===== config.mk =====
export PLATFORM = sky130hd
export DESIGN_NAME = nim_output
export DESIGN_NICKNAME = d
export VERILOG_FILES = /design/src/rtl/nim_pkg.sv /design/src/rtl/nim_down_counter.sv /design/src/rtl/nim_output.sv
export SDC_FILE = /design/constraint.sdc
export NUM_CORES = 1
export LEC_CHECK = 0
export CELL_PAD_IN_SITES_DETAIL_PLACEMENT = 1
export CELL_PAD_IN_SITES_GLOBAL_PLACEMENT = 2
export CORE_AREA = 2 2 112 195
export CTS_BUF_LIST = sky130_fd_sc_hd__clkbuf_8
export DETAILED_ROUTE_END_ITERATION = 12
export DIE_AREA = 0 0 114 197
export PLACE_DENSITY = 0.76
export RECOVER_POWER = 25
export SLEW_MARGIN = 40
export SYNTH_ARGS = -nofsm -noshare
export SYNTH_HDL_FRONTEND = slang
export SYNTH_SLANG_ARGS = --single-unit
export TNS_END_PERCENT = 20

===== constraint.sdc =====
create_clock -name clk -period 2.58 [get_ports clk]
set_clock_uncertainty 0.05 [all_clocks]
set_input_delay 0.258 -clock clk [delete_from_list [all_inputs] [get_ports clk]]
set_output_delay 0.258 -clock clk [all_outputs]
set_load 0.005 [all_outputs]

===== src/rtl/nim_pkg.sv =====
// Shared types and constants for the NIM output pulse generator.
package nim_pkg;

  typedef enum logic [1:0] {
    IDLE    = 2'd0,
    DELAY   = 2'd1,
    PULSE   = 2'd2,
    HOLDOFF = 2'd3
  } nim_out_state_t;

  // Rejected-fire counter sticks here instead of wrapping.
  localparam logic [15:0] DROP_SAT = 16'hFFFF;

  // Previous-trigger register starts high so a level held through reset is not an edge.
  localparam logic TRIG_D_RESET = 1'b1;

  // Largest of three widths, used to size the shared phase counter.
  function automatic int max3(input int a, input int b, input int c);
    int m;
    m = a;
    if (b > m) m = b;
    if (c > m) m = c;
    return m;
  endfunction

endpackage


===== src/rtl/nim_down_counter.sv =====
// Loadable down counter shared by the delay, pulse and holdoff phases.
module nim_down_counter #(
  parameter int W = 16
) (
  input  logic         clk,
  input  logic         reset,
  input  logic         load,
  input  logic [W-1:0] load_val,
  input  logic         dec,
  output logic         zero
);

  logic [W-1:0] cnt;

  // Load has priority over decrement; the count never goes below zero.
  always_ff @(posedge clk) begin
    if (reset) begin
      cnt <= '0;
    end else if (load) begin
      cnt <= load_val;
    end else if (dec && (cnt != '0)) begin
      cnt <= cnt - W'(1);
    end
  end

  assign zero = (cnt == '0);

endmodule


===== src/rtl/nim_output.sv =====
// NIM output pulse generator: turns a trigger edge or software strobe into one
// delayed, programmable-width pulse followed by a holdoff, and counts pulses
// and rejected fires.
module nim_output
  import nim_pkg::*;
#(
  parameter int DELAY_W   = 16,
  parameter int WIDTH_W   = 16,
  parameter int HOLDOFF_W = 16
) (
  input  logic                 clk,
  input  logic                 reset,
  input  logic                 enable,
  input  logic                 invert,
  input  logic [DELAY_W-1:0]   delay,
  input  logic [WIDTH_W-1:0]   width,
  input  logic [HOLDOFF_W-1:0] holdoff,
  input  logic                 trig_in,
  input  logic                 sw_fire,
  output logic                 nim_out,
  output logic                 busy,
  output logic [31:0]          pulse_count,
  output logic [15:0]          dropped_count
);

  localparam int CNT_W = max3(DELAY_W, WIDTH_W, HOLDOFF_W);

  nim_out_state_t state, state_d;

  logic                 pulse_q, pulse_d;
  logic                 trig_d;
  logic                 fire;
  logic                 latch_settings;
  logic                 pulse_start;
  logic                 cnt_load;
  logic                 cnt_dec;
  logic [CNT_W-1:0]     cnt_load_val;
  logic                 cnt_zero;
  logic [WIDTH_W-1:0]   width_m1_in;
  logic [WIDTH_W-1:0]   width_m1_q;
  logic [HOLDOFF_W-1:0] holdoff_q;

  // A width of zero behaves as a one-cycle pulse, so the counter load is max(width,1)-1.
  assign width_m1_in = (width == '0) ? '0 : (width - WIDTH_W'(1));

  assign fire    = enable & ((trig_in & ~trig_d) | sw_fire);
  assign nim_out = pulse_q ^ invert;
  assign busy    = (state != IDLE);

  nim_down_counter #(
    .W(CNT_W)
  ) u_cnt (
    .clk      (clk),
    .reset    (reset),
    .load     (cnt_load),
    .load_val (cnt_load_val),
    .dec      (cnt_dec),
    .zero     (cnt_zero)
  );

  // Next-state logic: walk delay -> pulse -> holdoff using the shared counter.
  always_comb begin
    state_d        = state;
    pulse_d        = pulse_q;
    latch_settings = 1'b0;
    pulse_start    = 1'b0;
    cnt_load       = 1'b0;
    cnt_dec        = 1'b0;
    cnt_load_val   = '0;
    case (state)
      IDLE: begin
        if (fire) begin
          latch_settings = 1'b1;
          cnt_load       = 1'b1;
          if (delay == '0) begin
            state_d      = PULSE;
            pulse_d      = 1'b1;
            pulse_start  = 1'b1;
            cnt_load_val = CNT_W'(width_m1_in);
          end else begin
            state_d      = DELAY;
            cnt_load_val = CNT_W'(delay - DELAY_W'(1));
          end
        end
      end
      DELAY: begin
        if (cnt_zero) begin
          state_d      = PULSE;
          pulse_d      = 1'b1;
          pulse_start  = 1'b1;
          cnt_load     = 1'b1;
          cnt_load_val = CNT_W'(width_m1_q);
        end else begin
          cnt_dec = 1'b1;
        end
      end
      PULSE: begin
        if (cnt_zero) begin
          pulse_d = 1'b0;
          if (holdoff_q != '0) begin
            state_d      = HOLDOFF;
            cnt_load     = 1'b1;
            cnt_load_val = CNT_W'(holdoff_q - HOLDOFF_W'(1));
          end else begin
            state_d = IDLE;
          end
        end else begin
          cnt_dec = 1'b1;
        end
      end
      HOLDOFF: begin
        if (cnt_zero) begin
          state_d = IDLE;
        end else begin
          cnt_dec = 1'b1;
        end
      end
      default: begin
        state_d = IDLE;
        pulse_d = 1'b0;
      end
    endcase
  end

  // State and pulse output register.
  always_ff @(posedge clk) begin
    if (reset) begin
      state   <= IDLE;
      pulse_q <= 1'b0;
    end else begin
      state   <= state_d;
      pulse_q <= pulse_d;
    end
  end

  // Previous trigger level for rising-edge detection.
  always_ff @(posedge clk) begin
    if (reset) begin
      trig_d <= TRIG_D_RESET;
    end else begin
      trig_d <= trig_in;
    end
  end

  // Capture width and holdoff at the accepting edge so later changes do not disturb the sequence.
  always_ff @(posedge clk) begin
    if (reset) begin
      width_m1_q <= '0;
      holdoff_q  <= '0;
    end else if (latch_settings) begin
      width_m1_q <= width_m1_in;
      holdoff_q  <= holdoff;
    end
  end

  // Readback counters: pulses wrap, rejected fires saturate.
  always_ff @(posedge clk) begin
    if (reset) begin
      pulse_count   <= '0;
      dropped_count <= '0;
    end else begin
      if (pulse_start) begin
        pulse_count <= pulse_count + 32'd1;
      end
      if (fire && (state != IDLE) && (dropped_count != DROP_SAT)) begin
        dropped_count <= dropped_count + 16'd1;
      end
    end
  end

endmodule


==> impl_metrics.env, run 1 <==
export IMPL_antenna_found_initial=0
export IMPL_hpwlAfterDp_mm=18.4
export IMPL_die_area_mm2=0.0225
export IMPL_arrival_ns=2.79
export IMPL_outcome="finished with violations"
export IMPL_setup_viol=0
export IMPL_synth_nets=827
export IMPL_final_common_cell="buf_4"
export IMPL_cts_root_buf="clkbuf_8"
export IMPL_drv_cap=1
export IMPL_cts_tree="yes"
export IMPL_ys_types=68
export IMPL_via_per_inst=5.36
export IMPL_power_total_mw=3.83
export IMPL_wire_per_inst_um=18.6
export IMPL_required_ns=2.85
export IMPL_cts_sinks=100
export IMPL_tightest_slew_ns=1.51
export IMPL_core_mm2=0.0208
export IMPL_grt_pass1_vias=6870
export IMPL_rows=70
export IMPL_r2r_slack_ns=0.07
export IMPL_fin_nets=1040
export IMPL_post_route_cells_drive_above_1_share_pct=19.0
export IMPL_drt_total_wl_mm=23.0
export IMPL_slew_headroom_pct=-0.622
export IMPL_async_reset_ff_share_pct=0
export IMPL_fin_crit_ns=2.52
export IMPL_ys_top_cells_by_area="dfxtp_1 34%, xor2_1 6.5%, nand2_1 5.9%, a21oi_1 5.3%, nor2_1 5.1%"
export IMPL_min_period_over_period_pct=97.6
export IMPL_clkTransAtPathRegs_ns=0.09
export IMPL_portBuffers=103
export IMPL_grt_max_degree=69
export IMPL_synth_edf_count=0
export IMPL_crit_family="simple AND/OR/NAND/NOR gates"
export IMPL_power_leakage_nw=3.27
export IMPL_crit_slowest_cell="or4_4"
export IMPL_finalWeightedCongestion=0.906
export IMPL_hp_class="in2reg"
export IMPL_ant_nets=0
export IMPL_max_freq_mhz=397
export IMPL_synth_avg_cell_area_um2=7.74
export IMPL_yosysTopAreaCellShare_pct=33.8
export IMPL_worst_path_max_fanout=8
export IMPL_initial_core_util_pct=28.5
export IMPL_crit_buf_inv=2
export IMPL_layout_common_cells="136 x buf_4, 100 x dfxtp_1, 94 x nand2_1, 80 x nor2_1, 66 x clkdlybuf4s50_1"
export IMPL_drv_slew=68
export IMPL_synth_largest_area_cell="dfxtp_1"
export IMPL_cts_buffers_inserted=9
export IMPL_drc=0
export IMPL_ys_ff_latch=100
export IMPL_hold_violations=0
export IMPL_p_per_area_mw_per_mm2=452
export IMPL_ys_flop_type="dfxtp_1"
export IMPL_finalSetupTns_ns=0
export IMPL_clockBufferDepth=2
export IMPL_cts_htree_levels=3
export IMPL_track_usage_pct=20.7
export IMPL_start_kind="primary input"
export IMPL_io_pins=104
export IMPL_critical_path_class="in2reg"
export IMPL_gr_total_overflow=0
export IMPL_synthesis_area_mm2=0.00593
export IMPL_antennaDiodeCount=0
export IMPL_crit_chain="clkdlybuf4s50_1 > or4_4 > or4_1 > buf_4 > nor2_4 > o211ai_4 > or3_1 > a21oi_1"
export IMPL_first_iter_violations=231
export IMPL_endpoint_kind="register"
export IMPL_synth_cells=766
export IMPL_clk_latency_ns=0.39
export IMPL_die_w_um=114
export IMPL_num_vias=6629
export IMPL_holdBufCountCts=0
export IMPL_first_pass_iters=4
export IMPL_rsz0062_at_grt="true"
export IMPL_area_growth_pct=43.1
export IMPL_ys_warn_count=0
export IMPL_utilization_pct=40.7
export IMPL_ir_drop_uv=199
export IMPL_violations="max-capacitance violations, max-slew violations"
export IMPL_die_h_um=197
export IMPL_slowest_delay_ns=0.58
export IMPL_ys_seq_area_share_pct=33.8
export IMPL_grt_pass1_wl_mm=36.4
## layer usage
metal	part of all wire, %	wire, um	global-route usage (%)	vias up
met1	36	8310	20.7	3230
met4	3.8	864	7.81	0
met2	58	13300	42.0	114
met5	0	0	0	-
met3	2.1	481	2.64	43
li1	-	-	-	3242
## final timing paths
| check | start | endpoint | cells after the start |
|---|---|---|---|
| setup / recovery | delay[6] | pulse_count[10] | 8 |
| hold / removal | reset | u_cnt.cnt[14] | 3 |
| setup reg to reg | u_cnt.cnt[1] | u_cnt.cnt[13] | 10 |
| hold reg to reg | width_m1_q[11] | width_m1_q[11] | 2 |
## sequential cells by signal, summed over array words and instances, names as in the netlist
| name | count |
|---|---|
| state | 2 |
| u_cnt.cnt | 16 |
| width_m1_q | 16 |
| holdoff_q | 16 |
| pulse_q | 1 |
| dropped_count | 16 |
| trig_d | 1 |
| pulse_count | 32 |
## metrics by stage
stage	std cells	setup slack, ns	cell area (um2)	hold WS [ns]
2_1_floorplan	766	0.158	5930	0.315
3_3_place_gp	1216	-0.406	8150	0.396
3_5_place_dp	1216	-0.411	8150	0.400
4_1_cts	1232	0.00349	8350	0.277
5_1_grt	1236	-0.0601	8490	0.256
6_report	1236	0.0621	8490	0.254
## logic make-up (layout without fill, tap and decap cells)
| group | after synthesis | count (layout) | share of synthesized area [%] |
|---|---|---|---|
| xor+xnor | 65 | 65 | 9.60 |
| flops | 100 | 100 | 33.8 |
| simple gates | 339 | 339 | 28.9 |
| buf+inv | 56 | 274 | 3.67 |
| fa+ha+maj | 7 | 7 | 1.48 |
| mux | 4 | 4 | 0.675 |
| compound gates | 195 | 195 | 22.0 |
## cells in the mapped netlist (8+ instances only)
cell         n
a2111oi_0    8
a211oi_1    17
a21oi_1     63
a31oi_1     11
and3_1      12
and4_1       8
clkbuf_1    34
dfxtp_1    100
inv_1       16
nand2_1     94
nand3_1     26
nand4_1     15
nor2_1      80
nor3_1      25
nor4_1      13
o2111ai_1   11
o21ai_0     30
or3_1       20
xnor2_1     21
xor2_1      44
## worst reg2reg max path, cell delays in order (launching register included)
cell,delay [ns]
dfxtp_1,0.36
inv_1,0.09
ha_1,0.15
nor4b_4,0.29
nand2_1,0.11
buf_4,0.17
o31ai_1,0.49
a21oi_4,0.08
buf_4,0.20
a211oi_2,0.27
a211oi_1,0.13
## power breakdown
part | internal (mW) | switching, mW | leakage, nW
registers | 1.62 | 0.0764 | 0.813
clock network | 0.428 | 0.580 | 0.104
logic | 0.518 | 0.616 | 2.35
total | 2.56 | 1.27 | 3.27
## final cells by class
| class | count | area, um2 |
|---|---|---|
| Fill cell | 2576 | 12400 |
| Clock buffer | 12 | 165 |
| Clock inverter | 4 | 22.5 |
| Inverter | 16 | 60.1 |
| Tap cell | 252 | 315 |
| Timing Repair Buffer | 242 | 2070 |
| Multi-Input combinational cell | 610 | 3850 |
| Sequential cell | 100 | 2000 |
## timing repair
item	in CTS	in global routing
pin swaps	0	4
setup buffers	0	3
gates resized for setup	2	32
cloned	0	1
endpoints found under the setup margin	27	22
Note: power is estimated with default switching activity, not from simulation.
==> run 2, diff against run 1 <==
CORE_AREA = 2 2 120 209   (was 2 2 112 195)
DIE_AREA = 0 0 122 211   (was 0 0 114 197)
PLACE_DENSITY = 0.67   (was 0.76)
==> impl_metrics.env, run 2 (synthesis results as in run 1) <==
export IMPL_io_pins=104
export IMPL_drv_slew=0
export IMPL_required_ns=2.85
export IMPL_drv_cap=0
export IMPL_max_freq_mhz=391
export IMPL_endpoint_kind="register"
export IMPL_cts_buffers_inserted=9
export IMPL_die_area_mm2=0.0257
export IMPL_portBuffers=103
export IMPL_largest_reg_flops=32
export IMPL_first_iter_violations=262
export IMPL_grt_pass1_wl_mm=37.4
export IMPL_area_growth_pct=44.9
export IMPL_outcome="complete, no violations"
export IMPL_clockBufferDepth=2
export IMPL_power_leakage_nw=3.27
export IMPL_place_area_mm2=0.00826
export IMPL_critical_path_class="in2reg"
export IMPL_hold_violations=0
export IMPL_crit_start="delay[6]"
export IMPL_start_kind="primary input"
export IMPL_initial_core_util_pct=24.8
export IMPL_layout_common_cells="136 x buf_4, 100 x dfxtp_1, 94 x nand2_1, 80 x nor2_1, 65 x clkdlybuf4s50_1"
export IMPL_tightest_slew_ns=0.572
export IMPL_worst_path_max_fanout=8
export IMPL_holdWs_ns=0.245
export IMPL_ant_nets=0
export IMPL_cts_htree_levels=3
export IMPL_gr_total_overflow=0
export IMPL_layout_setup_ws_ns=0.0218
export IMPL_utilization_pct=35.9
export IMPL_cts_sinks=100
export IMPL_clk_latency_ns=0.39
export IMPL_rows=75
export IMPL_clkTransAtPathRegs_ns=0.10
export IMPL_r2r_slack_ns=0.16
export IMPL_placed_cells=1275
export IMPL_antennaDiodeCount=0
export IMPL_core_mm2=0.0239
export IMPL_hpwlAfterDp_mm=19.1
export IMPL_cts_root_buf="clkbuf_8"
export IMPL_regToRegEndpoint="u_cnt.cnt[1]"
export IMPL_finalSetupTns_ns=0
export IMPL_setup_viol=0
export IMPL_cts_tree="yes"
export IMPL_die_w_um=122
export IMPL_p_per_area_mw_per_mm2=453
export IMPL_slew_headroom_pct=61.3
export IMPL_final_common_cell="buf_4"
export IMPL_finalWeightedCongestion=0.874
export IMPL_num_vias=6573
export IMPL_drt_total_wl_mm=23.6
export IMPL_grt_max_degree=42
export IMPL_place_ws_ns=-0.404
export IMPL_antenna_found_initial=0
export IMPL_first_pass_iters=4
export IMPL_fin_crit_ns=2.56
export IMPL_reg2regPathDepth=10
export IMPL_nFillCells=2926
export IMPL_hp_class="in2reg"
export IMPL_grt_pass1_vias=6973
export IMPL_regToRegStartpoint="u_cnt.cnt[0]"
export IMPL_min_period_over_period_pct=99.2
export IMPL_ir_drop_uv=211
export IMPL_track_usage_pct=18.7
export IMPL_top_register="pulse_count"
export IMPL_fin_cells=1292
export IMPL_fin_area_mm2=0.00860
export IMPL_fin_nets=1040
export IMPL_die_h_um=211
export IMPL_post_route_cells_drive_above_1_share_pct=18.8
export IMPL_wire_per_inst_um=18.3
export IMPL_via_per_inst=5.09
export IMPL_arrival_ns=2.83
export IMPL_rsz0062_at_grt="true"
export IMPL_power_total_mw=3.89
export IMPL_drc=0
export IMPL_critPathCapture="pulse_count[12]"
[run 2: repair_timing]
item	CTS	global route
pin swaps	0	4
buffers inserted	0	1
resized for setup	1	28
gates cloned	0	0
endpoints found under the setup margin	2	27
hold buffers	0	0
[run 2: cell type report]
cell class | instances | area (um2) | area share (%)
flip-flops and latches | 100 | 2000 | 23.3
repair buffers | 242 | 2100 | 24.5
clock inverters | 5 | 51.3 | 0.597
well taps | 308 | 385 | 4.48
clock buffers | 11 | 151 | 1.76
inverters | 16 | 60.1 | 0.699
multi-input cells | 610 | 3840 | 44.7
[run 2: layer usage]
metal | GRT usage [%] | share of wire (%) | vias to the layer above
li1 | - | - | 3245
met1 | 19.2 | 37 | 3167
met2 | 37.1 | 57 | 117
met3 | 1.59 | 2.2 | 44
met4 | 8.84 | 4.0 | 0
met5 | 0 | 0 | -
[run 2: report_power, final]
part	switching, mW	internal (mW)
sequential	0.0744	1.62
clock	0.581	0.498
combinational	0.612	0.513
[run 2: critical path: stages]
cell	delay [ns]
clkdlybuf4s50_1	0.43
or4_4	0.57
or4_4	0.55
buf_6	0.15
nor2_4	0.21
o211ai_4	0.13
or3_1	0.37
a21oi_1	0.16
[run 2: how the worst min path moves through the flow]
stage / from / slack, ns / to / depth (start not counted)
after floorplan: trig_in / 0.31 / trig_d / 1
after global placement: width_m1_q[13] / 0.40 / width_m1_q[13] / 2
after detailed placement: width_m1_q[0] / 0.41 / width_m1_q[0] / 2
after CTS: reset / 0.24 / pulse_count[23] / 2
after global routing: reset / 0.26 / pulse_count[17] / 2
final: reset / 0.24 / pulse_count[23] / 2
